**src/rtl/reg_ctx_pkg.sv**
```systemverilog
// Shared types and constants for the register context save/restore sequencer.
package reg_ctx_pkg;

    localparam int   ADDR_W       = 32;
    localparam int   WORD_BYTES   = 4;
    localparam logic MODE_SAVE    = 1'b0;
    localparam logic MODE_RESTORE = 1'b1;

    typedef enum logic [2:0] {
        ST_IDLE        = 3'd0,
        ST_SAVE_REQ    = 3'd1,
        ST_RESTORE_REQ = 3'd2,
        ST_RESTORE_WR  = 3'd3,
        ST_FINISH      = 3'd4
    } state_t;

endpackage

```
**src/rtl/reg_context_engine.sv**
```systemverilog
// Moves the integer register file to/from a memory context area, one word per
// single-outstanding memory request, stalling the core (BUSY) while it runs.
module reg_context_engine
    import reg_ctx_pkg::*;
#(
    parameter int NUM_REGS   = 32,
    parameter int REG_ADDR_W = 5,
    parameter int DATA_W     = 32
) (
    input  logic                  CLK,
    input  logic                  RESET,
    input  logic                  START,
    input  logic                  MODE,
    input  logic [ADDR_W-1:0]     BASE_ADDR,
    output logic                  BUSY,
    output logic                  DONE,
    output logic [REG_ADDR_W-1:0] RF_RADDR,
    input  logic [DATA_W-1:0]     RF_RDATA,
    output logic [REG_ADDR_W-1:0] RF_WADDR,
    output logic [DATA_W-1:0]     RF_WDATA,
    output logic                  RF_WRITE,
    output logic                  MEM_REQ,
    output logic                  MEM_WE,
    output logic [ADDR_W-1:0]     MEM_ADDR,
    output logic [DATA_W-1:0]     MEM_WDATA,
    input  logic                  MEM_ACK,
    input  logic [DATA_W-1:0]     MEM_RDATA
);

    localparam logic [REG_ADDR_W-1:0] LAST_IDX  = REG_ADDR_W'(NUM_REGS - 1);
    localparam logic [ADDR_W-1:0]     WORD_MASK = ~ADDR_W'(WORD_BYTES - 1);

    state_t                state;
    logic [REG_ADDR_W-1:0] idx;
    logic [ADDR_W-1:0]     base;
    logic [DATA_W-1:0]     rdata_q;
    logic                  last;

    assign last = (idx == LAST_IDX);

    // MODE needs no register of its own: the state chosen at START encodes it.
    // NOTE: sequential state uses non-blocking assignments only, so every
    // register samples the pre-edge values regardless of statement order.
    always_ff @(posedge CLK or posedge RESET) begin
        if (RESET) begin
            state   <= ST_IDLE;
            idx     <= '0;
            base    <= '0;
            rdata_q <= '0;
        end else begin
            case (state)
                ST_IDLE: begin
                    if (START) begin
                        base  <= BASE_ADDR & WORD_MASK;
                        idx   <= '0;
                        state <= (MODE == MODE_RESTORE) ? ST_RESTORE_REQ : ST_SAVE_REQ;
                    end
                end
                ST_SAVE_REQ: begin
                    if (MEM_ACK) begin
                        if (last) state <= ST_FINISH;
                        else      idx   <= idx + 1'b1;
                    end
                end
                ST_RESTORE_REQ: begin
                    if (MEM_ACK) begin
                        rdata_q <= MEM_RDATA;
                        state   <= ST_RESTORE_WR;
                    end
                end
                ST_RESTORE_WR: begin
                    if (last) begin
                        state <= ST_FINISH;
                    end else begin
                        idx   <= idx + 1'b1;
                        state <= ST_RESTORE_REQ;
                    end
                end
                ST_FINISH: state <= ST_IDLE;
                default:   state <= ST_IDLE;
            endcase
        end
    end

    // NOTE: every output gets a default before the case so no path leaves one
    // unassigned, which would otherwise infer a latch.
    always_comb begin
        BUSY      = (state != ST_IDLE);
        DONE      = (state == ST_FINISH);
        RF_RADDR  = '0;
        RF_WADDR  = '0;
        RF_WDATA  = '0;
        RF_WRITE  = 1'b0;
        MEM_REQ   = 1'b0;
        MEM_WE    = 1'b0;
        MEM_ADDR  = '0;
        MEM_WDATA = '0;
        case (state)
            ST_SAVE_REQ: begin
                RF_RADDR  = idx;
                MEM_REQ   = 1'b1;
                MEM_WE    = 1'b1;
                MEM_ADDR  = base + ADDR_W'(idx) * ADDR_W'(WORD_BYTES);
                MEM_WDATA = RF_RDATA;
            end
            ST_RESTORE_REQ: begin
                MEM_REQ  = 1'b1;
                MEM_ADDR = base + ADDR_W'(idx) * ADDR_W'(WORD_BYTES);
            end
            ST_RESTORE_WR: begin
                RF_WRITE = 1'b1;
                RF_WADDR = idx;
                RF_WDATA = rdata_q;
            end
            default: ;
        endcase
    end

endmodule

```
**config.mk**
```make
export PLATFORM = sky130hd
export DESIGN_NAME = reg_context_engine
export DESIGN_NICKNAME = d
export VERILOG_FILES = /design/src/rtl/reg_ctx_pkg.sv /design/src/rtl/reg_context_engine.sv
export SDC_FILE = /design/constraint.sdc
export NUM_CORES = 1
export LEC_CHECK = 0
export ABC_AREA = 1
export BUFFER_PORTS_ARGS = -buffer_cell sky130_fd_sc_hd__buf_2
export CAP_MARGIN = 30
export CELL_PAD_IN_SITES_DETAIL_PLACEMENT = 0
export CELL_PAD_IN_SITES_GLOBAL_PLACEMENT = 1
export CORE_ASPECT_RATIO = 2
export CORE_MARGIN = 3
export CORE_UTILIZATION = 35
export CTS_CLUSTER_SIZE = 25
export DETAILED_ROUTE_END_ITERATION = 6
export HOLD_SLACK_MARGIN = 0.05
export PLACE_DENSITY = 0.85
export SYNTH_ARGS = -nofsm -noshare
export SYNTH_HDL_FRONTEND = slang
export SYNTH_SLANG_ARGS = --single-unit
```
**constraint.sdc**
```tcl
create_clock -name CLK -period 3.6 [get_ports CLK]
set_input_delay 0 -clock CLK [delete_from_list [all_inputs] [get_ports CLK]]
set_output_delay 0 -clock CLK [all_outputs]
set_load 0.1 [all_outputs]
```
==> results of run 1 <==
repair_timing:
item | in CTS | in global routing
hold buffers | 64 | 0
endpoints found under the hold margin | 98 | 0
buffers inserted | 0 | 0
per-stage QoR:
step                      instances  area, um^2  utilization [%]  hold slack [ns]  setup WS, ns
final                          1097        6820             51.9           0.0562         0.769
after floorplan                 679        4740                -            0.138         0.577
after global routing           1097        6820             51.9           0.0817         0.518
after global placement         1016        5800             44.1            0.186          1.13
after CTS                      1097        6820             51.9           0.0520         0.718
after detailed placement       1018        5840             44.4            0.184          1.10
worst paths after layout:
path	slack (ns)	to
setup / recovery	0.77	MEM_ADDR[7]
hold / removal	0.06	state[2]$_DFFE_PP0P_
setup reg to reg	1.92	base[2]$_DFFE_PP0P_
hold reg to reg	0.51	rdata_q[0]$_DFFE_PP0P_
max in group asynchronous	2.27	idx[2]$_DFFE_PP0P_
min in group asynchronous	0.35	rdata_q[19]$_DFFE_PP0P_
worst max-delay path, delay by kind of cell (launching register included):
kind                   cells  cell delay, ns
AND/OR/NAND/NOR            3            1.00
buffers and inverters      3            0.74
AO/OA/AOI/OAI              2            0.33
flip-flops                 1            0.40
layout by cell type (no fill, tap or decap), drive strengths merged:
master         n
or2            1
conb           2
buf          210
clkbuf         9
and2           1
dfrtp         70
ha             7
clkinv         2
o21a           2
nor2b          1
mux2          17
xor2           2
clkinvlp       1
dlygate4sd3   64
nand2        122
nand4          6
nor3           3
bufinv         3
inv          118
a21oi         61
o22ai          1
fa             1
nand3         34
xnor2          1
nor2         191
o21ai         15
layer usage:
layer | vias up | routed length (um) | share of wire (%) | track usage, %
met1 | 2248 | 5500 | 36 | 21.0
met5 | - | 0 | 0 | 0
met2 | 132 | 8330 | 55 | 38.3
li1 | 2587 | - | - | -
met3 | 29 | 671 | 4.5 | 3.61
met4 | 0 | 575 | 3.8 | 9.93
flip-flops by register name, summed over array words and instances (netlist names):
register / flops
rdata_q: 32
base: 30
idx: 5
state: 3
final cells by class:
type                    instances  area [um^2]
fillers                      1383         6320
flip-flops and latches         70         1750
repair buffers                274         1720
inverters                     118          443
clock inverters                 6          111
clock buffers                   9          225
well taps                     152          190
multi-input cells             468         2370
cells by family (layout without fill, tap and decap cells):
group	Yosys count	in the layout	share of synthesized area (%)
fa+ha+maj	8	8	2.27
simple gates	359	359	33.3
flops	70	70	37.0
buf+inv	141	407	13.0
compound gates	79	79	8.72
xor+xnor	3	3	0.555
mux	17	17	5.07
other cells	1	2	0.0792
==> results_dict.tcl, run 1 <==
set metrics [dict create \
    outcome "finished clean" \
    fp.dieH_um 171 \
    holdPathStages 3 \
    min_from "MEM_ACK" \
    wirelength_um 15100 \
    finalSetupTns_ns 0 \
    io_buffers 207 \
    cts_resized 0 \
    min_period_ns 2.83 \
    cts_buffers 9 \
    synth_common_cells "nor2_1, nand2_1, inv_1" \
    cpMostUsedCell "inv_2" \
    postSynth.asyncResetShare_pct 100 \
    antenna_cells 0 \
    cts.htree.levels 3 \
    relSlewSlack_pct 49.8 \
    clock_latency_ns 0.33 \
    synth_cell_type_count 34 \
    io_pins 212 \
    cts_tree "built" \
    r2r-start "state[0]$_DFFE_PP0P_" \
    start_util_pct 36.0 \
    nNetsFinal 1050 \
    cts_buffer_depth 2 \
    track_usage_pct 20.4 \
    cp_cell_sequence "inv_2, nor2_4, nand2_4, nand2_2, inv_2, a21oi_1, o21a_1, buf_2" \
    die_x_um 88.3 \
    viasPerCell 4.55 \
    crit_required_ns 3.60 \
    drive_above_1_share_pct 29.9 \
    ys_ff_latch 70 \
    netlist_area_mm2 0.00474 \
    drt_iter0_markers 124 \
    core_area_mm2 0.0131 \
    synth.avg_cell_area_um2 6.98 \
    ant_nets 0 \
    rsz0062_at_grt "no" \
    fp-row-count 59 \
    crit_start "state[0]$_DFFE_PP0P_" \
    hold_viol 0 \
    critPathMaxStageDelay_ns 0.48 \
    worst_pin_slew_ns 0.752 \
    synth_top_cell_by_area "dfrtp_1" \
    finalMaxSlewViolations 0 \
    finalCritPeriodShare_pct 78.6 \
    die_area_mm2 0.0150 \
    synth_top_area_share_pct 37.0 \
    grt_first_pass_wirelength_um 24000 \
    synth_flop_cell "dfrtp_1" \
    startpoint_type "flip-flop" \
    skew_ns 0.00713 \
    cts.sinks 70 \
    yosysSeqAreaShare_pct 37.0 \
    wl_per_cell_um 13.7 \
    syn2layout_area_growth_pct 43.9 \
    hold_class "primary input to flip-flop" \
    crit_slowest_cell "nand2_2" \
    synth_edf_count 0 \
    synth_area_leaders "dfrtp_1, nor2_1, nand2_1, inv_1, a21oi_1" \
    endpoint_kind "primary output" \
    yosysMostFrequentCell "nor2_1" \
    first_pass_iters 5 \
    syn_inst 678 \
    grt_max_degree 49 \
    ff2ff_path_depth 5 \
    drcViolationCount 0 \
    antenna_found_initial 0 \
    cp.arrival_ns 2.83 \
    yosys_warnings 0 \
    overflow 0 \
    fmax_mhz 353 \
    grt_pass1_vias 5036 \
    finalSetupViolCount 0 \
    gp_congestion 0.884 \
    critical_path_class "flip-flop to primary output" \
    dp_hpwl_um 11400 \
    critPathMaxFanout 41 \
    cap_violations 0 \
    vias 4996 \
    path_clk_slew_ns 0.06 \
    clockRootBuffer "clkbuf_16" \
]
Power of run 1 is not shown: default switching activity piles up to over one toggle a cycle in this logic, so the estimate is an artifact.
==> run 2, diff against run 1 <==
--- a/config.mk
+++ b/config.mk
@@ -12,11 +12,11 @@
 export CELL_PAD_IN_SITES_GLOBAL_PLACEMENT = 1
 export CORE_ASPECT_RATIO = 2
 export CORE_MARGIN = 3
-export CORE_UTILIZATION = 35
+export CORE_UTILIZATION = 29
 export CTS_CLUSTER_SIZE = 25
 export DETAILED_ROUTE_END_ITERATION = 6
 export HOLD_SLACK_MARGIN = 0.05
-export PLACE_DENSITY = 0.85
+export PLACE_DENSITY = 0.75
 export SYNTH_ARGS = -nofsm -noshare
 export SYNTH_HDL_FRONTEND = slang
 export SYNTH_SLANG_ARGS = --single-unit
==> constraint.sdc (replaced) <==
create_clock -name CLK -period 2.3 [get_ports CLK]
set_input_delay 0 -clock CLK [delete_from_list [all_inputs] [get_ports CLK]]
set_output_delay 0 -clock CLK [all_outputs]
set_load 0.1 [all_outputs]
==> run 2 against run 1 <==
Against the previous run:
- die area rose by 20%
- global-route usage is 2.1 points lower
- utilization shrank 3.0 points
- critical path depth rose by 3
- first-iteration DRC count rose by 56%
- design area rose by 14%
- sequential share of layout area is 3.1 points lower
- wire length grew 7.3%
- flip-flop and latch count is the same
- non-clock buffer count is 11 higher
- clock-buffer cell count is 2 higher
==> results_dict.tcl, run 2 (synthesis gave the netlist of run 1 again) <==
set metrics [dict create \
    grt_first_pass_wirelength_um 25700 \
    antenna_found_initial 0 \
    gp_congestion 0.850 \
    track_usage_pct 18.3 \
    multi_input_area_mm2 0.00272 \
    cp.arrival_ns 2.20 \
    wirelength_um 16200 \
    io_buffers 207 \
    endpoint_kind "primary output" \
    finalMaxSlewViolations 0 \
    path_clk_slew_ns 0.06 \
    drcViolationCount 0 \
    seq_area_mm2 0.00175 \
    nFillCells 1597 \
    fmax_mhz 454 \
    first_pass_iters 4 \
    die_x_um 96.4 \
    crit_required_ns 2.30 \
    overflow 0 \
    worst_pin_slew_ns 0.613 \
    largest_register_ffs 32 \
    cts.htree.levels 3 \
    relSlewSlack_pct 59.1 \
    fp.dieH_um 187 \
    place_inst 1071 \
    clockRootBuffer "clkbuf_16" \
    hold_viol 0 \
    grt_pass1_vias 5102 \
    viasPerCell 4.37 \
    antenna_cells 0 \
    critPathMaxFanout 8 \
    wl_per_cell_um 13.9 \
    start_util_pct 29.9 \
    dp_hpwl_um 12300 \
    cap_violations 0 \
    startpoint_type "flip-flop" \
    cts.sinks 70 \
    largest-register "rdata_q" \
    outcome "finished clean" \
    largest_registers "rdata_q x32, base x30, idx x5" \
    r2r_slack_ns 0.55 \
    vias 5068 \
    drt_iter0_markers 193 \
    critical_path_class "flip-flop to primary output" \
    cts_buffer_depth 2 \
    finalCritPeriodShare_pct 95.7 \
    grt_max_degree 71 \
    clock_latency_ns 0.34 \
    fp-row-count 65 \
    skew_ns 0.00897 \
    finalSetupViolCount 0 \
    die_area_mm2 0.0180 \
    final_common_cell "buf_2" \
    ant_nets 0 \
    final_cells 1159 \
    drive_above_1_share_pct 38.2 \
    nNetsFinal 1062 \
    cts_tree "built" \
    hold_class "primary input to flip-flop" \
    core_area_mm2 0.0159 \
    syn2layout_area_growth_pct 63.5 \
    cts_buffers 9 \
    io_pins 212 \
    final_cell_mix "buf_2, nor2_1, inv_1" \
    min_period_ns 2.20 \
]
[run 2: metrics by stage]
stage                     utilization [%]  instance area [um^2]  setup WS (ns)  TNS (ns)  hold WS [ns]
after floorplan                         -                  4950         -0.443     -4.79         0.138
after global placement               41.8                  6630          0.147         0         0.121
after detailed placement             41.8                  6630          0.120         0         0.123
after CTS                            48.0                  7610        0.00197         0        0.0847
after global routing                 48.8                  7740       -0.00274  -0.00386         0.125
final                                48.8                  7740         0.0983         0        0.0878
[run 2: routing by layer]
layer	track usage (%)	up-vias	wire length, um
met3	2.50	18	621
li1	-	2617	-
met5	0	-	0
met1	18.9	2318	5710
met2	36.0	115	9510
met4	5.41	0	329
[run 2: cell type report]
type	instances	area share, %
sequential	70	22.6
inverter	118	5.72
clock buffer	11	3.01
clock inverter	5	0.469
timing repair buffer	285	29.8
tap	201	3.25
multi-input combinational	469	35.1
[run 2: critical path, cell delays in order, from the launching register on]
cell	delay, ns
dfrtp_1	0.36
ha_2	0.18
inv_1	0.05
fa_2	0.33
inv_2	0.07
buf_4	0.12
nand2_1	0.09
nand3_4	0.13
nand3_1	0.08
nor2b_1	0.14
nor2_2	0.13
buf_12	0.19
[run 2: final timing paths]
path,cells after the start,start,to
worst max-delay path,11,idx[0]$_DFFE_PP0P_,MEM_ADDR[20]
worst min-delay path,5,START,state[2]$_DFFE_PP0P_
worst max register to register,9,idx[1]$_DFFE_PP0P_,idx[1]$_DFFE_PP0P_
worst min register to register,2,rdata_q[10]$_DFFE_PP0P_,rdata_q[10]$_DFFE_PP0P_
max in group asynchronous,4,RESET,idx[4]$_DFFE_PP0P_
min in group asynchronous,4,RESET,rdata_q[25]$_DFFE_PP0P_
[run 2: what timing repair did]
| item | CTS | global route |
|---|---|---|
| pin swaps | 0 | 7 |
| gates resized for setup | 9 | 26 |
| endpoints found under the setup margin | 16 | 26 |
| gates cloned | 0 | 1 |
| hold buffers | 65 | 0 |
| setup buffers | 3 | 3 |
| hold endpoints to repair | 135 | 0 |
Power of run 2 is left out for the same reason.
